==> src/rtl/debug_pkg.sv <==
// Shared types and constants for the debug scanner.
// DEBUG_SCANNER_CHECKSUM_EN appends an XOR checksum byte to every frame.
package debug_pkg;

    localparam int DBG_ADDR_W = 7;
    localparam int DBG_DATA_W = 32;
    localparam int FRAME_W    = 1 + DBG_ADDR_W + DBG_DATA_W;

`ifdef DEBUG_SCANNER_CHECKSUM_EN
    localparam int FRAME_BYTES = 6;
`else
    localparam int FRAME_BYTES = 5;
`endif

    localparam logic [2:0] FRAME_LAST_IDX = 3'(FRAME_BYTES - 1);

    typedef enum logic [2:0] {
        ST_IDLE    = 3'd0,
        ST_SETTLE  = 3'd1,
        ST_CAPTURE = 3'd2,
        ST_SEND    = 3'd3,
        ST_NEXT    = 3'd4,
        ST_DONE    = 3'd5
    } scan_state_e;

endpackage

==> src/rtl/byte_serializer.sv <==
// Streams a captured 40-bit frame MSB-byte first over valid/ready.
// With DEBUG_SCANNER_CHECKSUM_EN a trailing XOR byte of the first five is sent.
module byte_serializer
    import debug_pkg::*;
(
    input  logic               clk,
    input  logic               rst,
    input  logic               load,
    input  logic [FRAME_W-1:0] frame,
    input  logic               out_ready,
    output logic               out_valid,
    output logic [7:0]         out_data,
    output logic               last_accepted
);

    logic [FRAME_W-1:0] frame_r;
    logic [FRAME_W-1:0] shifted_s;
    logic [2:0]         idx_r;
    logic               valid_r;
    logic               accept_s;
`ifdef DEBUG_SCANNER_CHECKSUM_EN
    logic [7:0]         csum_r;
`endif

    assign accept_s      = valid_r & out_ready;
    assign last_accepted = accept_s & (idx_r == FRAME_LAST_IDX);
    assign out_valid     = valid_r;
    assign out_data      = frame_r[FRAME_W-1 -: 8];

    // Next frame contents after the current top byte is accepted.
    always_comb begin
`ifdef DEBUG_SCANNER_CHECKSUM_EN
        if (idx_r == 3'd4) begin
            shifted_s = {csum_r ^ frame_r[FRAME_W-1 -: 8], {(FRAME_W-8){1'b0}}};
        end else begin
            shifted_s = {frame_r[FRAME_W-9:0], 8'h00};
        end
`else
        shifted_s = {frame_r[FRAME_W-9:0], 8'h00};
`endif
    end

    // Frame shift register, byte index and valid flag.
    always_ff @(posedge clk or posedge rst) begin
        if (rst) begin
            frame_r <= {FRAME_W{1'b0}};
            idx_r   <= 3'd0;
            valid_r <= 1'b0;
`ifdef DEBUG_SCANNER_CHECKSUM_EN
            csum_r  <= 8'h00;
`endif
        end else if (load) begin
            frame_r <= frame;
            idx_r   <= 3'd0;
            valid_r <= 1'b1;
`ifdef DEBUG_SCANNER_CHECKSUM_EN
            csum_r  <= 8'h00;
`endif
        end else if (accept_s) begin
            frame_r <= shifted_s;
`ifdef DEBUG_SCANNER_CHECKSUM_EN
            csum_r  <= csum_r ^ frame_r[FRAME_W-1 -: 8];
`endif
            if (idx_r == FRAME_LAST_IDX) begin
                idx_r   <= 3'd0;
                valid_r <= 1'b0;
            end else begin
                idx_r   <= idx_r + 3'd1;
            end
        end
    end

endmodule

==> src/rtl/debug_scanner.sv <==
// Debug-port master: halts the core, sweeps a register window and streams it out.
// Build option DEBUG_SCANNER_CHECKSUM_EN adds a checksum byte per frame.
module debug_scanner
    import debug_pkg::*;
#(
    parameter int ADDR_FIRST = 0,
    parameter int ADDR_LAST  = 127,
    parameter int SETTLE     = 2
) (
    input  logic                  clk,
    input  logic                  rst,
    input  logic                  halt,
    input  logic                  scan_req,
    input  logic                  step_req,
    output logic                  debug_en,
    output logic                  debug_step,
    output logic [DBG_ADDR_W-1:0] debug_addr,
    input  logic [DBG_DATA_W-1:0] debug_data,
    output logic                  out_valid,
    output logic [7:0]            out_data,
    input  logic                  out_ready,
    output logic                  busy,
    output logic                  done
);

    localparam logic [DBG_ADDR_W-1:0] ADDR_FIRST_C = DBG_ADDR_W'(ADDR_FIRST);
    localparam logic [DBG_ADDR_W-1:0] ADDR_LAST_C  = DBG_ADDR_W'(ADDR_LAST);
    localparam logic [15:0]           SETTLE_LAST  = 16'(SETTLE - 1);

    scan_state_e           state_r;
    scan_state_e           next_state_s;
    logic [DBG_ADDR_W-1:0] debug_addr_r;
    logic [15:0]           settle_cnt_r;
    logic                  busy_r;
    logic                  done_r;
    logic                  debug_step_r;
    logic                  load_s;
    logic                  last_accepted_s;

    // State register.
    always_ff @(posedge clk or posedge rst) begin
        if (rst) begin
            state_r <= ST_IDLE;
        end else begin
            state_r <= next_state_s;
        end
    end

    // Next-state decode.
    always_comb begin
        next_state_s = state_r;
        case (state_r)
            ST_IDLE: begin
                if (scan_req) next_state_s = ST_SETTLE;
                else          next_state_s = ST_IDLE;
            end
            ST_SETTLE: begin
                if (settle_cnt_r == SETTLE_LAST) next_state_s = ST_CAPTURE;
                else                             next_state_s = ST_SETTLE;
            end
            ST_CAPTURE: next_state_s = ST_SEND;
            ST_SEND: begin
                if (last_accepted_s) next_state_s = ST_NEXT;
                else                 next_state_s = ST_SEND;
            end
            ST_NEXT: begin
                if (debug_addr_r == ADDR_LAST_C) next_state_s = ST_DONE;
                else                             next_state_s = ST_SETTLE;
            end
            ST_DONE: next_state_s = ST_IDLE;
            default: next_state_s = ST_IDLE;
        endcase
    end

    // Address, settle counter and registered status/step outputs.
    always_ff @(posedge clk or posedge rst) begin
        if (rst) begin
            debug_addr_r <= ADDR_FIRST_C;
            settle_cnt_r <= 16'd0;
            busy_r       <= 1'b0;
            done_r       <= 1'b0;
            debug_step_r <= 1'b0;
        end else begin
            busy_r       <= (next_state_s != ST_IDLE);
            done_r       <= (next_state_s == ST_DONE);
            // A scan request in the same cycle takes priority over a step.
            debug_step_r <= step_req & halt & ~scan_req & (state_r == ST_IDLE);
            if ((state_r == ST_IDLE) && scan_req) begin
                debug_addr_r <= ADDR_FIRST_C;
                settle_cnt_r <= 16'd0;
            end else if ((state_r == ST_NEXT) && (debug_addr_r != ADDR_LAST_C)) begin
                debug_addr_r <= debug_addr_r + 7'd1;
                settle_cnt_r <= 16'd0;
            end else if (state_r == ST_SETTLE) begin
                settle_cnt_r <= settle_cnt_r + 16'd1;
            end
        end
    end

    assign load_s = (state_r == ST_CAPTURE);

    byte_serializer u_ser (
        .clk          (clk),
        .rst          (rst),
        .load         (load_s),
        .frame        ({1'b0, debug_addr_r, debug_data}),
        .out_ready    (out_ready),
        .out_valid    (out_valid),
        .out_data     (out_data),
        .last_accepted(last_accepted_s)
    );

    assign debug_addr = debug_addr_r;
    assign debug_en   = halt | busy_r;
    assign busy       = busy_r;
    assign done       = done_r;
    assign debug_step = debug_step_r;

endmodule

==> config.mk <==
export PLATFORM = sky130hd
export DESIGN_NAME = debug_scanner
export DESIGN_NICKNAME = d
export VERILOG_FILES = /design/src/rtl/debug_pkg.sv /design/src/rtl/byte_serializer.sv /design/src/rtl/debug_scanner.sv
export SDC_FILE = /design/constraint.sdc
export NUM_CORES = 1
export LEC_CHECK = 0
export CORE_ASPECT_RATIO = 2
export CORE_MARGIN = 3
export CORE_UTILIZATION = 25
export DETAILED_ROUTE_END_ITERATION = 7
export SYNTH_ARGS = -nofsm -noshare
export SYNTH_HDL_FRONTEND = slang
export SYNTH_SLANG_ARGS = --single-unit
==> constraint.sdc <==
create_clock -name clk -period 2.13 [get_ports clk]
set_input_delay 0.213 -clock clk [delete_from_list [all_inputs] [get_ports clk]]
set_output_delay 0.213 -clock clk [all_outputs]
set_load 0.01 [all_outputs]
## Yosys cells after proc, flatten, opt, wreduce, memory -nomap -nowiden

Index checks and enable logic that the tools add are counted.

| cells by class | value |
|---|---|
| add/sub/neg operators | 3 |
| eq/ne operators | 9 |
| muxes and demuxes | 18 |
| bitwise operators | 7 |
| reduce and logical (&&, ||, !) cells | 9 |

Operators with widths:

| operator | number |
|---|---|
| 40-bit two-way mux | 2 |
| 16-bit two-way mux | 3 |
| 16-bit by 1-bit adder with 16-bit output, second input constant | 1 |
| 16-bit by 1-bit == test with 1-bit output, second input constant | 1 |
| 3-bit two-way mux | 5 |
| 3-bit case mux with 5 select lines | 1 |
| 7-bit two-way mux | 2 |
| 3-bit == test, second input constant | 3 |
| 7-bit by 1-bit adder with 7-bit output, second input constant | 1 |
| 7-bit == test, second input constant | 1 |
| 7-bit inequality test, second input constant | 1 |
| 3-bit by 2-bit == test with 1-bit output, second input constant | 2 |
| 2-bit nonzero test | 3 |
| 3-bit nonzero test | 2 |
| 1-bit bitwise AND | 5 |
| 1-bit two-way mux | 4 |
| 3-bit by 1-bit adder with 3-bit output, second input constant | 1 |
| 3-bit by 1-bit == test with 1-bit output, second input constant | 1 |
| 3-bit zero test | 1 |
| 1-bit logical AND | 2 |
| 2-bit two-way mux | 1 |
| 2-bit AND reduction | 1 |
| 1-bit inverter | 1 |
| 1-bit bitwise OR | 1 |

| storage, ports and cells | value |
|---|---|
| register bits after elaboration | 73 |
| input port bits | 38 |
| output and inout port bits | 20 |

## Longest topological paths before layout

| logic depth | value |
|---|---|
| depth after elaboration | 5 |
| depth in mapped cells | 7 |
| depth with buffers taken out | 6 |

## By module

A second synthesis with hierarchy kept.

| second synthesis, totals | value |
|---|---|
| cells, all modules | 416 |
| area, all modules | 3988.8 µm² |

Modules (own cells, without submodules):

| module | instances | cells an instance | area an instance (µm²) | sequential area each (µm²) |
|---|---|---|---|---|
| byte_serializer | 1 | 250 | 2439.8 | 1101.1 |
| debug_scanner | 1 | 166 | 1549.0 | 725.7 |

## Worst setup path before layout

No wires, ideal clock.

| timing path | value |
|---|---|
| path kind | reg-to-reg |
| start | register state_r[2] |
| end | register settle_cnt_r[14] |
| arrival | 1772 ps |
| data required time | 2050 ps |
| setup slack | 279 ps |
| stages on the path, launching flop included | 8 |
| path buffers | 3 |
| period minus slack after synthesis | 1851 ps |
| cells stage by stage | dfrtp_1 > buf_6 > nand4bb_1 > buf_2 > or2_1 > clkbuf_2 > or4_1 > a21oi_1 |

| between the ends | value |
|---|---|
| longest elaborated chain between the ends | 4 |
| elaborated cells on any way between the ends | 8 |
| those cells by class | eq/ne (2); mux (2); reduce/logical (4) |

RTL lines:

| item | line | RTL |
|---|---|---|
| start: declaration | debug_scanner.sv:30 | `scan_state_e state_r;` |
| start signal: assignment | debug_scanner.sv:45 | `state_r <= next_state_s;` |
| 3-bit == test | debug_scanner.sv:91 | `end else if ((state_r == ST_NEXT) && (debug_addr_r != ADDR_LAST_C)) begin` |
| 1-bit logical AND | debug_scanner.sv:91 |  |
| 16-bit two-way mux | debug_scanner.sv:91 |  |
| 16-bit two-way mux | debug_scanner.sv:88 | `if ((state_r == ST_IDLE) && scan_req) begin` |
| end signal: assignment | debug_scanner.sv:95 | `settle_cnt_r <= settle_cnt_r + 16'd1;` |
| end: declaration | debug_scanner.sv:33 | `logic [15:0] settle_cnt_r;` |

Parallel ways exist; a longest one is shown, timed or not.
A chain may end at the register's enable or synchronous reset.

## Worst setup path in the final report

| timing path | value |
|---|---|
| start | register state_r[1] |
| end | register settle_cnt_r[15] |

The elaborated chain is that of the path after synthesis.

==> impl_metrics.csv <==
group,metric,value,unit
outcome,status,"finished, final reports clean",
power,intPower,0.003761,W
grt,grt.total_usage,10.05,%
grt,antenna_found_initial,0,
route,wl,7652,µm
clock_network,cts.sinks,73,
critical_path,endpoint_kind,"flip-flop",
floorplan,fp-row-count,60,
floorplan,initial_core_util,25.82,%
power,design_power_total,0.005599,W
run,drv_cap,0,
clock_network,cts_resized,0,
grt,grt_pass1_wl,12680,µm
power,comb_power_share,29.9,%
logic_synthesis,synth.top_cell.area_share,52.07,%
timing,worstMarginPinSlew,475.3,ps
grt,overflow,0,
timing,fin_crit,1934,ps
floorplan,dieArea,15580,µm²
floorplan,die_w,89.77,µm
logic_synthesis,ys_warn_count,0,
grt,grt_max_degree,84,
grt,grt_pass1_vias,2631,
clock_network,cts_tree,"built",
timing,final-setup-viol-count,0,
clock_network,clk_latency,340,ps
critical_path,worstPathRequired,2390,ps
power,power_frac_clock,28.9,%
clock_network,postCtsSetupBuffers,0,
critical_path,worst-setup-path-type,"flip-flop to flip-flop",
timing,relSlewSlack,68.19,%
hold_path,hp-class,"input pin to async pin",
logic_synthesis,synthCells,359,
timing,maxSlewViolCount,0,
logic_synthesis,synth-seq-cells,73,
logic_synthesis,synth_top_family_by_area,"simple AND/OR/NAND/NOR gates",
layout,nets,453,
route,vias,2705,
placement,portBuffers,57,
timing,period_share,90.80,%
logic_synthesis,async_flop_share,100.0,%
logic_synthesis,synthSimpleGateAreaFrac,17.58,%
logic_synthesis,synthXorXnorAreaFrac,3.245,%
clock_network,ctsHoldBuffers,0,
clock_network,clockRootBuffer,"clkbuf_16",
floorplan,core-area,13590,µm²
floorplan,die_y,173.5,µm
critical_path,start_kind,"flip-flop",
clock_network,clockBufferDepth,2,
timing,rsz0062_at_grt,"no",
logic_synthesis,yosysSeqAreaShare,52.07,%
timing,finClkSkew,7.204,ps
logic_synthesis,synth_edf_count,0,
clock_network,cts_buffers,9,
placement,place_congestion,0.7966,
power,power_density,1214,nW/µm²
power,ir_drop,0.0004682,V
critical_path,reg2reg_depth,4,
route,wire_per_inst,12.73,µm
clock_network,path_clk_slew,60,ps
route,drt_first_pass_iters,4,
logic_synthesis,synth-main-ff-cell,"dfrtp_1",
logic_synthesis,synth_top_cells_by_area,"dfrtp_1 (52%), mux2i_1 (9.1%), nand2_1 (6.7%), o21ai_0 (6.0%), xnor2_1 (2.5%)",
power,switching_share,32.83,%
route,post_drt_via_cell_ratio,4.501,
timing,fin_tns_setup,0,ps
route,postRouteAntennaNets,0,
logic_synthesis,synth_cell_types,43,
power,power.switching,0.001838,W
timing,holdWs,178.7,ps
power,p_seq_share,41.3,%
critical_path,cp.arrival,2200,ps
route,drtIter0Drc,99,
placement,hpwl,5534,µm
clock_network,h-tree-depth,3,
logic_synthesis,synth_area,3508,µm²
timing,hold_viol,0,
layout,antenna_cells,0,
route,drc,0,
critical_path,critPathMaxFanout,8,
logic_synthesis,synth-adder-area-share,1.783,%
logic_synthesis,synth_compound_gate_area_share,11.20,%
power,p_leak,1.917,nW
logic_synthesis,synthMuxAreaShare,9.130,%
logic_synthesis,synth_largest_area_cell,"dfrtp_1",
layout,drive_above_1_share,7.952,%
layout,fillCellCount,1389,
logic_synthesis,avgSynthCellArea,9.773,µm²
timing,maxClockFrequency,517.0,MHz
logic_synthesis,synth_nets,402,
layout,syn_to_final_growth,31.45,%
floorplan,pin_count,58,
flip-flops by register name (all words and copies together) (netlist names):
name	cells
busy	1
debug_addr	7
debug_step	1
done	1
settle_cnt_r	16
state_r	3
u_ser.frame_r	40
u_ser.idx_r	3
u_ser.out_valid	1
critical path, stage by stage, from the launching register on:
cell and delay [ps]:
dfrtp_1 450, nand4bb_1 320, nor4_1 450, or3b_2 490, a21oi_1 150
layout by cell type (no fill, tap or decap), drive strengths merged, types with 5 or more instances in the layout:
| cell type | instances |
|---|---|
| a21oi | 10 |
| buf | 10 |
| clkbuf | 11 |
| clkdlybuf4s50 | 57 |
| dfrtp | 73 |
| ha | 5 |
| inv | 9 |
| mux2i | 32 |
| nand2 | 63 |
| nand3 | 7 |
| nand4 | 6 |
| nor2 | 21 |
| nor4 | 5 |
| o211ai | 5 |
| o21ai | 42 |
| or2 | 6 |
| xnor2 | 10 |
final timing paths:
check,startpoint,endpoint,slack [ps]
max,state_r[1],settle_cnt_r[15],200
min,rst,settle_cnt_r[8],180
max reg2reg,state_r[1],settle_cnt_r[15],200
min reg2reg,u_ser.frame_r[39],u_ser.frame_r[39],520
max in group asynchronous,rst,u_ser.frame_r[3],1310
min in group clk,debug_data[11],u_ser.frame_r[11],430
cell families (layout without fill, tap and decap cells):
kind of cell / after synthesis / after routing
AO/OA/AOI/OAI: 69 / 69
XOR/XNOR: 13 / 13
adder cells (fa/ha/maj): 5 / 5
buffers and inverters: 36 / 92
flip-flops: 73 / 73
multiplexers: 32 / 32
AND/OR/NAND/NOR: 131 / 131
Yosys cell counts, types with 2 or more instances:
cell type and number:
clkbuf_1 14, buf_4 8, nand4_1 6, dfrtp_1 73, nor4_1 5, nor2_1 21
o21ai_0 42, and3_1 2, nand2_1 63, nand3b_1 3, nor3_1 4, or2_2 5
xor2_1 3, inv_1 9, o211ai_1 5, nor4b_1 2, o31ai_1 4, xnor2_1 10
nand2b_1 2, buf_1 2, a21oi_1 10, ha_1 5, or3_1 4, mux2i_1 32
nand3_1 7
cell type report:
| type | count | area [µm²] | area share, % |
|---|---|---|---|
| flip-flops and latches | 73 | 1827 | 39.61 |
| multi-input cells | 250 | 1514 | 32.83 |
| repair buffers | 67 | 683.2 | 14.81 |
| clock buffers | 11 | 242.7 | 5.263 |
| well taps | 186 | 232.7 | 5.046 |
| clock inverters | 5 | 78.83 | 1.709 |
| inverters | 9 | 33.78 | 0.7325 |
layer usage:
| metal | vias up | share of wire [%] | global-route usage [%] | routed length, µm |
|---|---|---|---|---|
| li1 | 1334 | - | - | - |
| met1 | 1277 | 43 | 11.09 | 3272 |
| met2 | 76 | 51 | 17.67 | 3892 |
| met3 | 18 | 4.1 | 2.346 | 310 |
| met4 | 0 | 2.3 | 5.438 | 177 |
| met5 | - | 0 | 0 | 0 |
through the flow:
step,cells,worst slack (ps),utilization (%),instance area [µm²]
2_1_floorplan,359,63.73,-,3508
3_3_place_gp,585,236.4,31.57,4290
3_5_place_dp,585,232.6,31.57,4290
4_1_cts,601,215.0,33.94,4612
5_1_grt,601,47.45,33.94,4612
6_report,601,195.9,33.94,4612
power by group through the flow:
stage               logic, W  clock network, W  registers (W)
global placement     0.00163                 0        0.00232
global route         0.00186           0.00172        0.00240
floorplan            0.00114                 0        0.00222
CTS                  0.00170           0.00167        0.00232
detailed placement   0.00168                 0        0.00234
finish               0.00167           0.00162        0.00231
No activity file was read; power rests on OpenSTA's default activity.
